## src/rtl/jk_seq_driver.sv

```systemverilog
// Drives a JK flip-flop's j/k so its q follows a pattern MSB-first, then checks q per bit.
// Optional build macro JK_TOGGLE_EN selects toggle excitation (from q_fb) instead of set/reset.
module jk_seq_driver #(
    parameter int WIDTH = 8,
    parameter int IDX_W = 3,
    parameter int ERR_W = 4
) (
    input  logic             clk,
    input  logic             reset,
    input  logic             start_valid,
    output logic             start_ready,
    input  logic [WIDTH-1:0] pattern,
    input  logic             q_fb,
    output logic             j,
    output logic             k,
    output logic             busy,
    output logic             mismatch,
    output logic             done,
    output logic [ERR_W-1:0] err_count
);

    typedef enum logic [1:0] {IDLE, DRIVE, CHECK, DONE} state_t;

    state_t             state_q, state_d;
    logic [WIDTH-1:0]   pat_q, pat_d;
    logic [IDX_W-1:0]   idx_q, idx_d, idx_dec;
    logic               j_q, j_d, k_q, k_d;
    logic               mm_q, mm_d, done_q, done_d;
    logic [ERR_W-1:0]   err_q, err_d;
    logic [1:0]         jk_first, jk_next;

    assign idx_dec = idx_q - 1'b1;

    // jk_first excites the MSB at accept; jk_next the following bit when leaving CHECK.
`ifdef JK_TOGGLE_EN
    assign jk_first = {2{pattern[WIDTH-1] ^ q_fb}};
    assign jk_next  = {2{pat_q[idx_dec] ^ q_fb}};
`else
    assign jk_first = {pattern[WIDTH-1], ~pattern[WIDTH-1]};
    assign jk_next  = {pat_q[idx_dec], ~pat_q[idx_dec]};
`endif

    always_ff @(posedge clk) begin
        if (reset) begin
            state_q <= IDLE;
            pat_q   <= '0;
            idx_q   <= '0;
            j_q     <= 1'b0;
            k_q     <= 1'b0;
            mm_q    <= 1'b0;
            done_q  <= 1'b0;
            err_q   <= '0;
        end else begin
            state_q <= state_d;
            pat_q   <= pat_d;
            idx_q   <= idx_d;
            j_q     <= j_d;
            k_q     <= k_d;
            mm_q    <= mm_d;
            done_q  <= done_d;
            err_q   <= err_d;
        end
    end

    always_comb begin
        state_d = state_q;
        pat_d   = pat_q;
        idx_d   = idx_q;
        j_d     = j_q;
        k_d     = k_q;
        mm_d    = 1'b0;
        done_d  = 1'b0;
        err_d   = err_q;
        case (state_q)
            IDLE: begin
                if (start_valid) begin
                    pat_d      = pattern;
                    idx_d      = IDX_W'(WIDTH - 1);
                    err_d      = '0;
                    {j_d, k_d} = jk_first;
                    state_d    = DRIVE;
                end
            end
            DRIVE: begin
                j_d     = 1'b0;
                k_d     = 1'b0;
                state_d = CHECK;
            end
            CHECK: begin
                if (q_fb != pat_q[idx_q]) begin
                    mm_d = 1'b1;
                    if (err_q != {ERR_W{1'b1}}) err_d = err_q + 1'b1;
                end
                if (idx_q == '0) begin
                    done_d  = 1'b1;
                    state_d = DONE;
                end else begin
                    idx_d      = idx_dec;
                    {j_d, k_d} = jk_next;
                    state_d    = DRIVE;
                end
            end
            DONE:    state_d = IDLE;
            default: state_d = IDLE;
        endcase
    end

    assign start_ready = (state_q == IDLE);
    assign busy        = (state_q == DRIVE) || (state_q == CHECK);
    assign j           = j_q;
    assign k           = k_q;
    // Pulses are masked while reset is high so they can never coincide with it.
    assign mismatch    = mm_q & ~reset;
    assign done        = done_q & ~reset;
    assign err_count   = err_q;

endmodule
```

## config.mk

```make
export PLATFORM = sky130hd
export DESIGN_NAME = jk_seq_driver
export DESIGN_NICKNAME = d
export VERILOG_FILES = /design/src/rtl/jk_seq_driver.sv
export SDC_FILE = /design/constraint.sdc
export NUM_CORES = 1
export LEC_CHECK = 0
export CORE_MARGIN = 2
export CORE_UTILIZATION = 50
export DETAILED_ROUTE_END_ITERATION = 10
export GPL_ROUTABILITY_DRIVEN = 0
export HOLD_SLACK_MARGIN = 0.03
export PLACE_DENSITY_LB_ADDON = 0.12
export SLEW_MARGIN = 20
export SYNTH_ARGS = -nofsm -noshare
export SYNTH_HDL_FRONTEND = slang
export SYNTH_SLANG_ARGS = --single-unit
```

## constraint.sdc

```tcl
create_clock -name clk -period 2.4 [get_ports clk]
set_clock_uncertainty 0.2 [all_clocks]
set_input_delay 0.36 -clock clk [delete_from_list [all_inputs] [get_ports clk]]
set_output_delay 0.36 -clock clk [all_outputs]
set_load 0.05 [all_outputs]
```

# Yosys cells after proc, flatten, opt, wreduce, memory -nomap -nowiden
# Index checks and enable logic that the tools add are counted.
[totals]
regBits = 21
in_bits = 12
out_inout_bits = 10
elab_cells = 59
[op_classes]
addsub = 2
order_cmp = 2
n_eq_ne = 9
mux = 22
bitwise = 6
reduce_logical = 10
[ops]
columns = ["cell", "count"]
rows = [
  ["2-to-1 mux 4 bit", 3],
  ["less-than comparator 3 x 4 -> 1 bit (second input constant)", 2],
  ["2-to-1 mux 1 bit", 8],
  ["inequality test 2 bit (second input constant)", 4],
  ["case mux 2 bit (4 select lines)", 1],
  ["case mux 4 bit (2 select lines)", 1],
  ["binary-select mux 1 bit (select 3 bit)", 2],
  ["2-to-1 mux 3 bit", 2],
  ["case mux 1 bit (3 select lines)", 2],
  ["case mux 3 bit (2 select lines)", 1],
  ["AND reduction 3 bit", 2],
  ["adder 4 x 1 -> 4 bit (second input constant)", 1],
  ["equality test 2 bit (second input constant)", 2],
  ["2-to-1 mux 2 bit", 2],
  ["inequality test 4 bit (second input constant)", 1],
  ["NOT 1 bit", 4],
  ["AND reduction 4 bit", 1],
  ["logical NOT 3 bit", 1],
  ["nonzero test 3 bit", 1],
  ["subtractor 3 x 1 -> 3 bit (second input constant)", 1],
  ["AND 1 bit", 2],
  ["equality test 2 x 1 -> 1 bit (second input constant)", 1],
  ["logical NOT 2 bit", 1],
  ["AND reduction 2 bit", 1],
  ["4 further kinds", 4],
]

# Longest topological paths before layout
[depth]
ltp_word = 6
mapped_depth = 9
ltp_nobuf = 8

# Least setup slack after synthesis
# No wires, ideal clock.
[synth_timing]
path_type = "register to register"
from = "register state_q[0]"
to = "register err_q[0] (netlist: err_count[0])"
setup_ns = 0.074
arrival_ns = 1.987
t_required_ns = 2.126
path_slack_ns = 0.139
path_stages_with_launch = 8
path_buffers = 1
synth_period_minus_slack_ns = 2.261
cell_sequence = "dfxtp_1 > inv_1 > ha_1 > nand2b_1 > clkbuf_2 > o21ai_0 > or4_1 > a31oi_1"
[synth_via]
elab_chain_len = 3
word_cells_on_any_way = 8
cone_classes = "eq/ne: 4; mux: 1; reduce/logical: 3"
[synth_lines]
columns = ["element", "line_no", "text"]
rows = [
  ["from (decl)", "24", "state_t state_q, state_d;"],
  ["from (signal assigned)", "54", "state_q <= state_d;"],
  ["logical NOT 2 bit *", "--", ""],
  ["named net start_ready", "11", "output logic start_ready,"],
  ["inequality test 2 bit (no source line) or nonzero test 2 bit (tied branches)", "--", ""],
  ["AND reduction 4 bit (no source line)", "--", ""],
  ["to (signal assigned)", "61", "err_q <= err_d;"],
  ["to (decl)", "29", "logic [ERR_W-1:0] err_q, err_d;"],
]
# Mark *: on every way through the listed nets, which the timed path passes. The rest lies on a longest branch.
# A chain may end at the register's enable or synchronous reset.

# Final worst setup path
[layout_timing]
from = "register idx_q[0]"
to = "register k_q (netlist: k)"
[layout_via]
elab_chain_len = 6
word_cells_on_any_way = 9
cone_classes = "add/sub: 1; eq/ne: 1; mux: 4; bitwise: 1; reduce/logical: 2"
[layout_lines]
columns = ["element", "line_no", "text"]
rows = [
  ["from (decl)", "26", "logic [IDX_W-1:0] idx_q, idx_d, idx_dec;"],
  ["from (signal assigned)", "56", "idx_q <= idx_d;"],
  ["subtractor 3 x 1 -> 3 bit", "32", "assign idx_dec = idx_q - 1'b1;"],
  ["binary-select mux 1 bit (select 3 bit)", "40", "assign jk_next = {pat_q[idx_dec], ~pat_q[idx_dec]};"],
  ["2-to-1 mux 1 bit (implied by the code)", "40", ""],
  ["NOT 1 bit", "40", ""],
  ["2-to-1 mux 1 bit", "94", "if (idx_q == '0) begin"],
  ["case mux 1 bit (3 select lines)", "74", "case (state_q)"],
  ["to (signal assigned)", "58", "k_q <= k_d;"],
  ["to (decl)", "27", "logic j_q, j_d, k_q, k_d;"],
]
# Parallel ways exist; a longest one is shown, timed or not. The select of a mux whose other input is x is not followed.

==> results.sh <==
export IMPL_run_status="finished, final reports clean"
export IMPL_ctsRootBufferMaster="sky130_fd_sc_hd__clkbuf_4"
export IMPL_tns_ns=0
export IMPL_initialDrtViolationCount=35
export IMPL_final_core_util_pct=64.7
export IMPL_synthDistinctLibCells=36
export IMPL_leakagePower_nw=0.550
export IMPL_worst_endpoint_required_ns=2.45
export IMPL_crit_share_post_route_pct=92.7
export IMPL_placed_cells_incl_taps=187
export IMPL_start_util_pct=52.5
export IMPL_power_combinational_fraction_pct=42.2
export IMPL_worst_slew_pin_slew_ns=0.498
export IMPL_fp_coreArea_um2=2190
export IMPL_fin_ws_ns=0.174
export IMPL_p_per_area_nw_per_um2=743
export IMPL_mappedNetlistNets=159
export IMPL_cellInternalPower_mw=0.633
export IMPL_wire_length_per_cell_after_detailed_routing_um=12.6
export IMPL_post_place_ws_ns=0.185
export IMPL_horiz_die_dim_um=52.0
export IMPL_detail_route_wirelength_um=2410
export IMPL_route_antenna_remaining_nets=0
export IMPL_clkLatencyLatePin_ns=0.32
export IMPL_total_number_of_clock_tree_sinks=21
export IMPL_timing_final_hold_violations=0
export IMPL_routed_via_density=5.57
export IMPL_rsz0062_at_grt="false"
export IMPL_grt_remaining_overflow=0
export IMPL_numCtsBuffers=3
export IMPL_die_y_um=52.0
export IMPL_layout_cells_non_filler=191
export IMPL_cts_tree="built"
export IMPL_setup_worst_path_class="flop to flop"
export IMPL_critical_path_max_stage_delay_ns=0.50
export IMPL_yosys_warnings=0
export IMPL_post_synth_cell_area_avg_um2=8.15
export IMPL_critPathLaunch="idx_q[0]$_SDFFE_PP0P_"
export IMPL_finish_net_count=182
export IMPL_n_antenna_cell=0
export IMPL_fraction_of_final_layout_cells_sized_beyond_drive_strength_1_pct=8.59
export IMPL_vdd_ir_drop_max_uv=653
export IMPL_cts_post_setup_buffers_inserted=0
export IMPL_path_max_fanout=6
export IMPL_power_net_switching_mw=0.420
export IMPL_pin_count_of_the_biggest_net_entering_global_routing=22
export IMPL_final_max_slew_viol_count=0
export IMPL_p_sw_share_pct=39.9
export IMPL_number_of_hold_repair_buffers_added_at_the_cts_stage=0
export IMPL_track_usage_pct=20.5
export IMPL_critPathSlowestCell="sky130_fd_sc_hd__mux4_2"
export IMPL_cts_buffer_depth=2
export IMPL_postSynthCellCount=141
export IMPL_clk_pin_slew_ns=0.12
export IMPL_first_pass_grt_wire_length_um=4070
export IMPL_setup_viol=0
export IMPL_min_from="pat_q[6]$_SDFFE_PP0P_"
export IMPL_crit_path_end_kind="flop"
export IMPL_remaining_drc_errors=0
export IMPL_pwr_share_clk_pct=17.0
export IMPL_period_needed_ns=2.23
export IMPL_top_level_ports=22
export IMPL_antenna_found_initial=0
export IMPL_synth_seq_area_share_pct=36.6
export IMPL_post_dp_cell_area_um2=1390
export IMPL_regToRegStartpoint="idx_q[0]$_SDFFE_PP0P_"
export IMPL_yosys_register_bits=21
export IMPL_sequentialPowerShare_pct=40.9
export IMPL_place_hpwl_um=1780
export IMPL_fp_row_count=17
export IMPL_slew_limit_headroom_pct=66.7
export IMPL_path_cells="inv_1 > ha_1 > mux4_2 > mux2i_1 > a31oi_1 > nor3_1"
export IMPL_areaGrowthSynthToFinish_pct=23.3
export IMPL_achievable_frequency_mhz=449
export IMPL_postLayoutCellArea_um2=1420
export IMPL_drv_cap=0
export IMPL_timing_hold_worst_class="flop to flop"
export IMPL_drtPass1Iterations=4
export IMPL_design_die_area_um2=2700
export IMPL_grt_pass1_vias=964
export IMPL_port_buffer_count=21
export IMPL_startpoint_type="flop"
export IMPL_cts_htree_levels=1
export IMPL_netlist_area_um2=1150
export IMPL_via_count_of_the_routed_design=1064
export IMPL_cts_repair_resized=0
export IMPL_worst_ep_arrival_time_ns=2.28
## worst paths after layout
check                          end  slack, ns  cells after the start
min reg2reg  pat_q[6]$_SDFFE_PP0P_       0.28                      2
max reg2reg         k$_SDFFE_PP0P_       0.17                      6
max                 k$_SDFFE_PP0P_       0.17                      6
min          pat_q[6]$_SDFFE_PP0P_       0.28                      2
## metal layers
layer / up-vias / track usage, % / wire, um
met1: 484 / 24.7 / 1040
met2: 34 / 34.8 / 1180
li1: 541 / - / -
met4: 0 / 10.5 / 48
met3: 5 / 3.45 / 131
met5: - / 0 / 0
## synthesized netlist by cell type
library cell / instances / area share, %
sky130_fd_sc_hd__o22ai_1: 1 / 0.54
sky130_fd_sc_hd__a211oi_1: 1 / 0.65
sky130_fd_sc_hd__nor3b_1: 1 / 0.65
sky130_fd_sc_hd__nand4_1: 1 / 0.54
sky130_fd_sc_hd__o311ai_0: 1 / 0.76
sky130_fd_sc_hd__inv_1: 5 / 1.6
sky130_fd_sc_hd__a21o_2: 1 / 0.76
sky130_fd_sc_hd__nor2_1: 11 / 3.6
sky130_fd_sc_hd__nand3b_1: 1 / 0.65
sky130_fd_sc_hd__and4b_1: 1 / 0.87
sky130_fd_sc_hd__o21ai_0: 3 / 1.3
sky130_fd_sc_hd__ha_1: 6 / 6.5
sky130_fd_sc_hd__nor4_1: 1 / 0.54
sky130_fd_sc_hd__mux4_1: 1 / 2.3
sky130_fd_sc_hd__nand4_2: 1 / 1.1
sky130_fd_sc_hd__mux4_2: 1 / 2.0
sky130_fd_sc_hd__xor2_1: 1 / 0.76
sky130_fd_sc_hd__buf_6: 1 / 0.98
sky130_fd_sc_hd__nor3_1: 2 / 0.87
sky130_fd_sc_hd__o21a_1: 1 / 0.65
sky130_fd_sc_hd__nand2b_1: 1 / 0.54
sky130_fd_sc_hd__xnor2_1: 2 / 1.5
sky130_fd_sc_hd__clkbuf_2: 1 / 0.43
sky130_fd_sc_hd__nand2_1: 30 / 9.8
sky130_fd_sc_hd__or4_1: 1 / 0.65
sky130_fd_sc_hd__a31oi_1: 4 / 2.2
sky130_fd_sc_hd__dfxtp_1: 21 / 37
sky130_fd_sc_hd__nor2b_1: 3 / 1.6
sky130_fd_sc_hd__nand3_1: 6 / 2.6
sky130_fd_sc_hd__mux2i_1: 5 / 4.4
sky130_fd_sc_hd__or3_2: 1 / 0.65
sky130_fd_sc_hd__a21oi_1: 17 / 7.4
sky130_fd_sc_hd__clkbuf_1: 3 / 0.98
sky130_fd_sc_hd__o221ai_1: 1 / 0.76
sky130_fd_sc_hd__and2_1: 2 / 1.1
sky130_fd_sc_hd__clkbuf_8: 1 / 1.2
## flip-flops by register name, indices dropped and copies added (netlist names)
name / cells
done_q: 1
err_count: 4
idx_q: 3
j: 1
k: 1
mm_q: 1
pat_q: 8
state_q: 2
## area by class of cell
class	instances	area, um^2
flip-flops and latches	21	420
repair buffers	24	248
multi-input cells	109	669
fillers	199	773
inverters	5	18.8
well taps	28	35.0
clock buffers	4	26.3
## cells by family (layout without fill, tap and decap cells)
family	count (synthesis)	after routing	synth area share (%)
AO/OA/AOI/OAI	30	30	15.0
AND/OR/NAND/NOR	63	63	25.8
adder cells (fa/ha/maj)	6	6	6.53
buffers and inverters	11	33	5.22
XOR/XNOR	3	3	2.29
multiplexers	7	7	8.60
flip-flops	21	21	36.6
## per-stage QoR
stage | hold slack, ns | total power [mW]
final | 0.277 | 1.05
after detailed placement | 0.264 | 0.882
after floorplan | 0.237 | 0.770
after global routing | 0.299 | 1.12
after CTS | 0.281 | 1.06
after global placement | 0.254 | 0.874
## cells in the final DEF (no fill, tap or decap), drive strengths merged, types with 5 or more instances in the layout
cell,netlist,final
inv,5,5
buf,1,7
ha,6,6
mux2i,5,5
nand2,30,30
clkdlybuf4s50,0,17
nand3,6,6
nor2,11,11
dfxtp,21,21
a21oi,17,17
## critical path: cells and delay by family, from the launching register on
| kind | cells | cell delay [ns] |
|---|---|---|
| AOI/OAI and AO/OA | 1 | 0.14 |
| DFF | 1 | 0.44 |
| adders and majority gates | 1 | 0.36 |
| and+or+nand+nor | 1 | 0.19 |
| muxes | 2 | 0.70 |
| buffers and inverters | 1 | 0.13 |
## power groups by stage
stage	Combinational, mW	Clock (mW)	Sequential [mW]
global placement	0.437	0	0.437
CTS	0.447	0.185	0.429
finish	0.444	0.179	0.430
floorplan	0.327	0	0.443
detailed placement	0.446	0	0.436
global route	0.487	0.199	0.437
No activity file was read; power rests on OpenSTA's default activity.
